`src/rtl/rtc_pkg.sv`:
```
// rtl/rtc_pkg.sv - shared state encoding, default PCF8563 tables and sizing helpers
package rtc_pkg;

  typedef enum logic [2:0] {
    ST_WAIT     = 3'd0,
    ST_WR_ISSUE = 3'd1,
    ST_WR_BUSY  = 3'd2,
    ST_IDLE     = 3'd3,
    ST_RD_ISSUE = 3'd4,
    ST_RD_BUSY  = 3'd5
  } rtc_state_e;

  // PCF8563 seconds, minutes, hours, days, months, years; index 0 in the LSB byte.
  localparam logic [47:0] DEF_REG_ADDRS = 48'h08_07_05_04_03_02;
  // Masks strip the VL flag from seconds and the century bit from months.
  localparam logic [47:0] DEF_REG_MASKS = 48'hFF_1F_3F_3F_7F_7F;
  localparam logic [47:0] DEF_TIME_INIT = 48'h20_06_08_08_00_00;

  function automatic int unsigned idx_width(input int unsigned n);
    return (n <= 1) ? 1 : $clog2(n);
  endfunction

  // Width of the shared cycle timer: must hold the largest terminal count.
  function automatic int unsigned cnt_width(input int unsigned a, input int unsigned b,
                                            input int unsigned c);
    int unsigned m;
    m = (a > b) ? a : b;
    m = (m > c) ? m : c;
    return (m <= 1) ? 1 : $clog2(m + 1);
  endfunction

endpackage

```
`src/rtl/rtc_cycle_timer.sv`:
```
// rtl/rtc_cycle_timer.sv - clearable cycle counter with terminal-count expiry pulse
// Ports: clk, rst_n (async active-low), clr_i restarts the count at 0,
//        en_i lets it advance, term_i is the terminal count, expire_o pulses
//        for the single cycle in which an enabled count equals term_i.
module rtc_cycle_timer #(
  parameter int unsigned W = 16
) (
  input  logic         clk,
  input  logic         rst_n,
  input  logic         clr_i,
  input  logic         en_i,
  input  logic [W-1:0] term_i,
  output logic         expire_o
);

  logic [W-1:0] count_q, count_d;

  assign expire_o = en_i && (count_q == term_i);

  always_comb begin
    count_d = count_q;
    if (clr_i) begin
      count_d = '0;
    end else if (en_i) begin
      count_d = count_q + 1'b1;
    end
  end

  always_ff @(posedge clk or negedge rst_n) begin
    if (!rst_n) begin
      count_q <= '0;
    end else begin
      count_q <= count_d;
    end
  end

endmodule

```
`src/rtl/rtc_reg_sequencer.sv`:
```
// rtl/rtc_reg_sequencer.sv - RTC init/poll sequencer in front of a byte-addressed I2C master
// Purpose: after a power-up wait, writes TIME_INIT to the RTC, then sweeps N_REGS
//   registers every POLL_CYC idle cycles and publishes a masked, coherent snapshot.
//   Each transaction has a watchdog; a timeout sets sticky err and drops the sweep.
// Ports: clk, rst_n | i2c_end, rd_data from the I2C master | i2c_start, wr_en, rd_en,
//   byte_addr, wr_data to the I2C master | time_out, time_valid, busy, err to the host |
//   set_req, set_data, set_ack runtime set-time handshake.
// Build option: RTC_SETTIME_EN enables the set-time path; without it set_req and
//   set_data are ignored and set_ack is tied low.
module rtc_reg_sequencer
  import rtc_pkg::*;
#(
  parameter int unsigned          N_REGS      = 6,
  parameter logic [8*N_REGS-1:0]  REG_ADDRS   = DEF_REG_ADDRS,
  parameter logic [8*N_REGS-1:0]  REG_MASKS   = DEF_REG_MASKS,
  parameter logic [8*N_REGS-1:0]  TIME_INIT   = DEF_TIME_INIT,
  parameter int unsigned          WAIT_CYC    = 8000,
  parameter int unsigned          POLL_CYC    = 1000,
  parameter int unsigned          TIMEOUT_CYC = 4095
) (
  input  logic                  clk,
  input  logic                  rst_n,
  input  logic                  i2c_end,
  input  logic [7:0]            rd_data,
  output logic                  i2c_start,
  output logic                  wr_en,
  output logic                  rd_en,
  output logic [15:0]           byte_addr,
  output logic [7:0]            wr_data,
  output logic [8*N_REGS-1:0]   time_out,
  output logic                  time_valid,
  output logic                  busy,
  output logic                  err,
  input  logic                  set_req,
  input  logic [8*N_REGS-1:0]   set_data,
  output logic                  set_ack
);

  localparam int unsigned IW = idx_width(N_REGS);
  localparam int unsigned TW = cnt_width(WAIT_CYC, POLL_CYC, TIMEOUT_CYC);

  localparam logic [N_REGS-1:0][7:0] ADDR_T = REG_ADDRS;
  localparam logic [N_REGS-1:0][7:0] MASK_T = REG_MASKS;
  localparam logic [N_REGS-1:0][7:0] INIT_T = TIME_INIT;

  rtc_state_e state_q, state_d;
  logic [IW-1:0] idx_q, idx_d;
  logic src_set_q, src_set_d;  // current write sweep carries set_data, not TIME_INIT
  logic err_q, err_d;
  logic busy_q;
  logic time_valid_q;
  logic [N_REGS-1:0][7:0] shadow_q, snap, time_out_q;

  logic set_go, set_take, set_done, rd_cap, publish, last_idx;
  logic tmr_clr, tmr_en, tmr_exp;
  logic [TW-1:0] tmr_term;
  logic [7:0] wr_byte;

  assign last_idx = (idx_q == IW'(N_REGS - 1));

  // One timer serves the power-up wait, the poll interval and the watchdog;
  // it restarts on every state change so each phase counts from zero.
  always_comb begin
    case (state_q)
      ST_WAIT: tmr_term = TW'(WAIT_CYC - 1);
      ST_IDLE: tmr_term = TW'(POLL_CYC - 1);
      default: tmr_term = TW'(TIMEOUT_CYC - 1);
    endcase
  end

  assign tmr_en  = (state_q == ST_WAIT) || (state_q == ST_IDLE) ||
                   (state_q == ST_WR_BUSY) || (state_q == ST_RD_BUSY);
  assign tmr_clr = (state_d != state_q);

  rtc_cycle_timer #(.W(TW)) u_timer (
    .clk      (clk),
    .rst_n    (rst_n),
    .clr_i    (tmr_clr),
    .en_i     (tmr_en),
    .term_i   (tmr_term),
    .expire_o (tmr_exp)
  );

  always_comb begin
    state_d   = state_q;
    idx_d     = idx_q;
    src_set_d = src_set_q;
    err_d     = err_q;
    set_take  = 1'b0;
    set_done  = 1'b0;
    rd_cap    = 1'b0;
    publish   = 1'b0;
    case (state_q)
      ST_WAIT: begin
        if (tmr_exp) begin
          state_d   = ST_WR_ISSUE;
          idx_d     = '0;
          src_set_d = 1'b0;
        end
      end
      ST_WR_ISSUE: state_d = ST_WR_BUSY;
      ST_WR_BUSY: begin
        // i2c_end is tested first so a completion beats a same-cycle timeout.
        if (i2c_end) begin
          if (last_idx) begin
            idx_d    = '0;
            state_d  = src_set_q ? ST_IDLE : ST_RD_ISSUE;
            set_done = src_set_q;
          end else begin
            idx_d   = idx_q + 1'b1;
            state_d = ST_WR_ISSUE;
          end
        end else if (tmr_exp) begin
          err_d   = 1'b1;
          idx_d   = '0;
          state_d = ST_IDLE;
        end
      end
      ST_IDLE: begin
        // A set request outranks a poll expiring in the same cycle.
        if (set_go) begin
          state_d   = ST_WR_ISSUE;
          idx_d     = '0;
          src_set_d = 1'b1;
          set_take  = 1'b1;
        end else if (tmr_exp) begin
          state_d = ST_RD_ISSUE;
          idx_d   = '0;
        end
      end
      ST_RD_ISSUE: state_d = ST_RD_BUSY;
      ST_RD_BUSY: begin
        if (i2c_end) begin
          rd_cap = 1'b1;
          if (last_idx) begin
            publish = 1'b1;
            idx_d   = '0;
            state_d = ST_IDLE;
          end else begin
            idx_d   = idx_q + 1'b1;
            state_d = ST_RD_ISSUE;
          end
        end else if (tmr_exp) begin
          err_d   = 1'b1;
          idx_d   = '0;
          state_d = ST_IDLE;
        end
      end
      default: state_d = ST_WAIT;
    endcase
  end

  always_ff @(posedge clk or negedge rst_n) begin
    if (!rst_n) begin
      state_q   <= ST_WAIT;
      idx_q     <= '0;
      src_set_q <= 1'b0;
      err_q     <= 1'b0;
      busy_q    <= 1'b0;
    end else begin
      state_q   <= state_d;
      idx_q     <= idx_d;
      src_set_q <= src_set_d;
      err_q     <= err_d;
      busy_q    <= (state_d != ST_IDLE);
    end
  end

  // The final byte is merged in combinationally so the snapshot published on
  // the last i2c_end already contains it.
  always_comb begin
    snap        = shadow_q;
    snap[idx_q] = rd_data & MASK_T[idx_q];
  end

  always_ff @(posedge clk or negedge rst_n) begin
    if (!rst_n) begin
      shadow_q     <= '0;
      time_out_q   <= '0;
      time_valid_q <= 1'b0;
    end else begin
      if (rd_cap) begin
        shadow_q[idx_q] <= rd_data & MASK_T[idx_q];
      end
      if (publish) begin
        time_out_q <= snap;
      end
      time_valid_q <= publish;
    end
  end

`ifdef RTC_SETTIME_EN
  logic [N_REGS-1:0][7:0] set_buf_q;
  logic set_ack_q;

  always_ff @(posedge clk or negedge rst_n) begin
    if (!rst_n) begin
      set_buf_q <= '0;
      set_ack_q <= 1'b0;
    end else begin
      if (set_take) begin
        set_buf_q <= set_data;
      end
      set_ack_q <= set_done;
    end
  end

  assign set_go  = set_req;
  assign set_ack = set_ack_q;
  assign wr_byte = src_set_q ? set_buf_q[idx_q] : INIT_T[idx_q];
`else
  logic unused_set;
  assign unused_set = ^{set_req, set_data, set_take, set_done};
  assign set_go  = 1'b0;
  assign set_ack = 1'b0;
  assign wr_byte = INIT_T[idx_q];
`endif

  assign wr_en      = (state_q == ST_WR_ISSUE) || (state_q == ST_WR_BUSY);
  assign rd_en      = (state_q == ST_RD_ISSUE) || (state_q == ST_RD_BUSY);
  assign i2c_start  = (state_q == ST_WR_ISSUE) || (state_q == ST_RD_ISSUE);
  assign byte_addr  = (wr_en || rd_en) ? {8'h00, ADDR_T[idx_q]} : 16'h0000;
  assign wr_data    = wr_en ? wr_byte : 8'h00;
  assign time_out   = time_out_q;
  assign time_valid = time_valid_q;
  assign busy       = busy_q;
  assign err        = err_q;

endmodule
```
`config.mk`:
```
export PLATFORM = sky130hd
export DESIGN_NAME = rtc_reg_sequencer
export DESIGN_NICKNAME = d
export VERILOG_FILES = /design/src/rtl/rtc_pkg.sv /design/src/rtl/rtc_cycle_timer.sv /design/src/rtl/rtc_reg_sequencer.sv
export SDC_FILE = /design/constraint.sdc
export NUM_CORES = 1
export LEC_CHECK = 0
export CORE_MARGIN = 5
export CORE_UTILIZATION = 44
export DETAILED_ROUTE_END_ITERATION = 16
export GPL_ROUTABILITY_DRIVEN = 0
export PLACE_DENSITY_LB_ADDON = 0.3
export SLEW_MARGIN = 10
export SYNTH_ARGS = -nofsm -noshare
export SYNTH_HDL_FRONTEND = slang
export SYNTH_SLANG_ARGS = --single-unit
```
`constraint.sdc`:
```
create_clock -name clk -period 2.2 [get_ports clk]
set_clock_uncertainty 0.1 [all_clocks]
set_input_delay 0.44 -clock clk [delete_from_list [all_inputs] [get_ports clk]]
set_output_delay 0.44 -clock clk [all_outputs]
set_load 0.1 [all_outputs]
```
[After elaboration in Yosys (flattened, before gate mapping)]
Memories as Yosys holds them, arrays and structs flattened.
Index checks and enable logic that the tools add are counted.
Operators by class
  order comparisons: 2
  reductions and logical operators: 15
  $mul: 0
  shifts and indexed selects: 0
  add/subtract/negate cells: 2
  bitwise logic cells: 2
  equal/unequal tests: 9
  divide/modulo/power cells: 0
  muxes and demuxes: 28
Operators with widths (count)
  $bwmux W48: 1
  $mux W8: 6
  $mux W3: 10
  $mux W13: 2
  $pmux W13 S2: 1
  $demux W8 S3: 1
  $pmux W3 S6: 1
  $add A13 B1 Y13 const B: 1
  $eq A13 B13 Y1: 1
  $eq A3 B3 Y1 const B: 3
  $and A8 B8 Y8: 1
  $logic_or A1 B1 Y1: 7
  $eq A3 B2 Y1 const B: 2
  $pmux W3 S2: 1
  $mux W1: 5
  $lt A3 B4 Y1 const B: 1
  $reduce_bool A2 Y1: 2
  $reduce_or A2 Y1: 2
  $add A3 B1 Y3 const B: 1
  $eq A3 B1 Y1 const B: 1
  $ge A3 B1 Y1 const B: 1
  $logic_not A3 Y1: 1
  $ne A3 B2 Y1 const B: 1
  $ne A3 B3 Y1: 1
  other kinds (3): 4
Storage, ports and cells
  memories: 3
  memory bits (writable): 0
  latch bits: 0
  flip-flop bits (word level): 118
  memory bits (read-only): 192
  output and inout port bits: 79
  word-level logic and storage cells: 79
Memory list
  (name not given): words 8, width 8, rd ports 1, clocked after Yosys merged registers in 0, wr ports 0, line rtc_reg_sequencer.sv:222  | assign byte_addr = (wr_en || rd_en) ? {8'h00, ADDR_T[idx_q]} : 16'h0000;
  (name not given): words 8, width 8, rd ports 1, clocked after Yosys merged registers in 0, wr ports 0, line rtc_reg_sequencer.sv:216  | assign wr_byte = INIT_T[idx_q];
  (name not given): words 8, width 8, rd ports 1, clocked after Yosys merged registers in 0, wr ports 0, line rtc_reg_sequencer.sv:183  | shadow_q[idx_q] <= rd_data & MASK_T[idx_q];

[Longest topological paths before layout]
  word-level depth: 10
  gate-level depth with buffers: 8

[Cells and area by module]
A second synthesis with hierarchy kept.
Second synthesis, totals
  cell total of the unflattened synthesis: 514
  area total of the unflattened synthesis: 5454.0 um2
Modules (own cells, without submodules)
  rtc_reg_sequencer: cells each 425, sequential area each 2427.3 um2, instances 1, area each 4603.2 um2
  rtc_cycle_timer: cells each 89, sequential area each 325.3 um2, instances 1, area each 850.8 um2

[Worst setup path after synthesis]
No wires, ideal clock.
  path type: register -> output
  start: register state_q[2]
  end: output port wr_data[2]
  required time: 1660 ps
  setup slack: -1623 ps
  arrival: 3283 ps
  stages on the path, launching flop included: 5
  cell sequence: dfrtp_1 -> clkbuf_1 -> nor2_1 -> and2_1 -> buf_4
On the way
  longest elaborated chain between the ends: 3
  elaborated cells on any way between the ends: 4
  those cells by class: eq/ne: 2; mux: 1; reduce/logical: 1
RTL lines
  start: declaration: line rtc_reg_sequencer.sv:46  | rtc_state_e state_q, state_d;
  start signal: assignment: line rtc_reg_sequencer.sv:161  | state_q <= state_d;
  $eq A3 B1 Y1 / $eq A3 B2 Y1 (equally long branches): line rtc_reg_sequencer.sv:219  | assign wr_en = (state_q == ST_WR_ISSUE) || (state_q == ST_WR_BUSY);
  $logic_or A1 B1 Y1 (*): line rtc_reg_sequencer.sv:219
  net wr_en: line rtc_reg_sequencer.sv:26  | output logic wr_en,
  $mux W8 (*): line rtc_reg_sequencer.sv:223  | assign wr_data = wr_en ? wr_byte : 8'h00;
  end: declaration: line rtc_reg_sequencer.sv:29  | output logic [7:0] wr_data,
The timed path passes the listed nets; every way through them passes the cells marked *.

[Worst setup path in the final report]
  start: register state_q[0]
  end: output port wr_data[2]
On the way
  longest elaborated chain between the ends: 3
  elaborated cells on any way between the ends: 4
  those cells by class: eq/ne: 2; mux: 1; reduce/logical: 1
RTL lines (line)
  $eq A3 B1 Y1 / $eq A3 B2 Y1 (equally long branches): rtc_reg_sequencer.sv:219
  $logic_or A1 B1 Y1 (*): rtc_reg_sequencer.sv:219
  $mux W8 (*): rtc_reg_sequencer.sv:223
Every way passes the cells marked *; elsewhere a longest branch is shown, timed or not.

==> flow_metrics.tcl <==
set metrics [dict create \
    drc 0 \
    fp.dieH_um 120 \
    synth-edff-count 0 \
    grt_pass1_wl_um 20000 \
    status "finished clean" \
    drtIter0Drc 129 \
    max_cap_violations 0 \
    clockBufferDepth 2 \
    antenna_found_initial 0 \
    cpMaxStageDelayCell "dfrtp_1" \
    ys_seq_area_share_pct 52.1 \
    cp-start-kind "register" \
    hp-class "reg -> reg" \
    arrival_ps 1650 \
    core_region_area_um2 11900 \
    htree_levels 3 \
    min_period_ps 2190 \
    vias 4003 \
    drv_slew 0 \
    path_common_cell "buf_6" \
    syn_area_per_cell_um2 10.5 \
    initial_core_util_pct 44.4 \
    areaGrowthSynthToFinish_pct 32.2 \
    setup-tns-final_ps 0 \
    syn_inst 505 \
    utilization_pct 58.7 \
    ys_seq_elements 110 \
    grt_pass1_vias 3997 \
    rsz0062_at_grt "true" \
    die_x_um 120 \
    grt_max_degree 59 \
    via_per_inst 5.23 \
    clock-root-buffer "clkbuf_16" \
    fmax_mhz 456 \
    detail-route-antenna-nets 0 \
    worstPathCellList "buf_6 > xnor2_4 > buf_6 > nor2_4 > and2_4 > buf_12" \
    ys_warn_count 0 \
    numCtsBuffers 9 \
    wire_per_inst_um 16.0 \
    drive_gt1_share_pct 35.9 \
    tightest_slew_ps 546 \
    cts_tree "done" \
    clock_latency_ps 340 \
    path_class "reg -> out" \
    port-buffer-count 72 \
    routed_wl_um 12200 \
    netlist_area_um2 5280 \
    ys_types 56 \
    floorplan.die_area_um2 14300 \
    grt_util_all_layers_pct 17.3 \
    final_cells 765 \
    critPathMaxStageDelay_ps 430 \
    slew_headroom_pct 63.6 \
    path_buf_inv 3 \
    synthFlopType "dfrtp_1" \
    grt_overflow 0 \
    placed_cells 733 \
    critPathTopFamily "buffers and inverters" \
    crit_required_ps 1660 \
    path_clk_slew_ps 80 \
    crit_path_max_fanout 3 \
    core.rowCount 40 \
    dp_hpwl_um 8860 \
    hold_viol_final 0 \
    end_kind "primary output" \
    setup_viol 0 \
    fin_area_um2 6990 \
    n_antenna_cell 0 \
    postPlaceCellArea_um2 6420 \
    cts.sinks 110 \
    async_flop_share_pct 100 \
    first_pass_iters 4 \
    io_pins 139 \
    layout.nets 677 \
    fin_crit_sh_pct 99.7 \
]
[final cells by class]
class,count,area (um^2)
clock buffer,10,239
timing repair buffer,134,1270
tap,147,184
inverter,10,37.5
fill,1000,4920
multi-input combinational,348,2440
sequential,110,2760
clock inverter,6,52.6
[layout by cell type (no fill, tap or decap), types with 3 or more instances in the layout]
master / Yosys / layout
a22oi_1: 5 / 4
buf_6: 1 / 8
clkdlybuf4s50_1: 0 / 9
mux2i_1: 32 / 31
nor2_1: 16 / 9
conb_1: 1 / 17
a31oi_1: 3 / 3
clkbuf_16: 0 / 9
and2_1: 5 / 4
nand3_1: 6 / 6
o221ai_1: 3 / 3
xnor2_1: 4 / 3
mux2_2: 40 / 40
buf_12: 0 / 17
dfrtp_1: 110 / 106
ha_1: 4 / 4
nor2_2: 1 / 4
and3_1: 4 / 4
o21ai_0: 42 / 40
a21oi_1: 11 / 11
nand2_1: 93 / 90
buf_4: 19 / 99
xor2_1: 5 / 5
nor3_1: 6 / 4
or3_1: 5 / 4
inv_1: 9 / 9
nor2_4: 0 / 4
dfrtp_2: 0 / 4
nand3b_1: 3 / 3
nand4_1: 7 / 7
[cell usage after synthesis (4+ instances only)]
master / number / area [um^2]
dfrtp_1: 110 / 2750
buf_2: 7 / 35.0
inv_1: 9 / 33.8
nand4_1: 7 / 43.8
a21oi_1: 11 / 55.1
and3_1: 4 / 25.0
clkbuf_1: 25 / 93.8
or3_1: 5 / 31.3
buf_4: 19 / 143
mux2_2: 40 / 450
ha_1: 4 / 50.1
a22oi_1: 5 / 37.5
mux2i_1: 32 / 320
nand3_1: 6 / 30.0
xnor2_1: 4 / 35.0
nand2_1: 93 / 349
o21ai_0: 42 / 210
xor2_1: 5 / 43.8
nor3_1: 6 / 30.0
nor2_1: 16 / 60.1
and2_1: 5 / 31.3
[per-layer routing]
layer | global-route usage, % | up-vias | routed length, um | share of wire [%]
li1 | - | 1924 | - | -
met5 | 0 | - | 0 | 0
met2 | 29.6 | 81 | 6300 | 52
met3 | 2.92 | 9 | 454 | 3.7
met1 | 22.4 | 1989 | 5310 | 44
met4 | 5.58 | 0 | 142 | 1.2
[logic make-up (layout without fill, tap and decap cells)]
group,Yosys count,count (layout),synth area share [%]
AOI/OAI and AO/OA,81,81,9.35
xor gates and xnor gates,10,10,1.80
adders and majority gates,4,4,0.947
buffers and inverters,63,160,6.13
DFF,110,110,52.1
muxes,73,73,15.0
other,1,17,0.0710
and+or+nand+nor,163,163,14.6
[worst register-to-register path: stages, from the launching register on]
cell      delay (ps)
dfrtp_1          430
buf_6            150
buf_12           140
nand3b_1         190
mux2i_2          260
nand4b_1         170
o221a_2          280
or3b_1           340
[final timing paths]
| path | from | to | slack [ps] | depth (start not counted) |
|---|---|---|---|---|
| worst max-delay path | state_q[0] | wr_data[2] | 8 | 6 |
| worst min register to register | shadow_q[27] | time_out[27] | 370 | 2 |
| max in group asynchronous | rst_n | idx_q[1] | 800 | 3 |
| min in group asynchronous | rst_n | time_out[1] | 540 | 2 |
| worst min-delay path | shadow_q[27] | time_out[27] | 370 | 2 |
| worst max register to register | state_q[0] | busy | 20 | 7 |
[what timing repair did]
item | in CTS | in global routing
endpoints found under the hold margin | 21 | 0
endpoints found under the setup margin | 8 | 45
pin swaps | 6 | 14
buffers inserted | 6 | 9
gates resized for setup | 14 | 21
hold buffers | 1 | 0
[per-stage QoR]
step	setup slack [ps]	hold WS (ps)
6_report	7.50	370
5_1_grt	-75.0	402
4_1_cts	-25.0	373
3_5_place_dp	-59.0	354
3_3_place_gp	-45.0	351
2_1_floorplan	-375	44.4
[sequential cells by signal, summed over array words and instances (netlist names)]
| signal | cells |
|---|---|
| state_q | 3 |
| busy | 1 |
| time_valid | 1 |
| err | 1 |
| u_timer.count_q | 13 |
| time_out | 48 |
| idx_q | 3 |
| shadow_q | 40 |
Power is left out: the tool's default activity adds up to more than one toggle a clock period on the data nets, which glitch-free logic cannot reach.
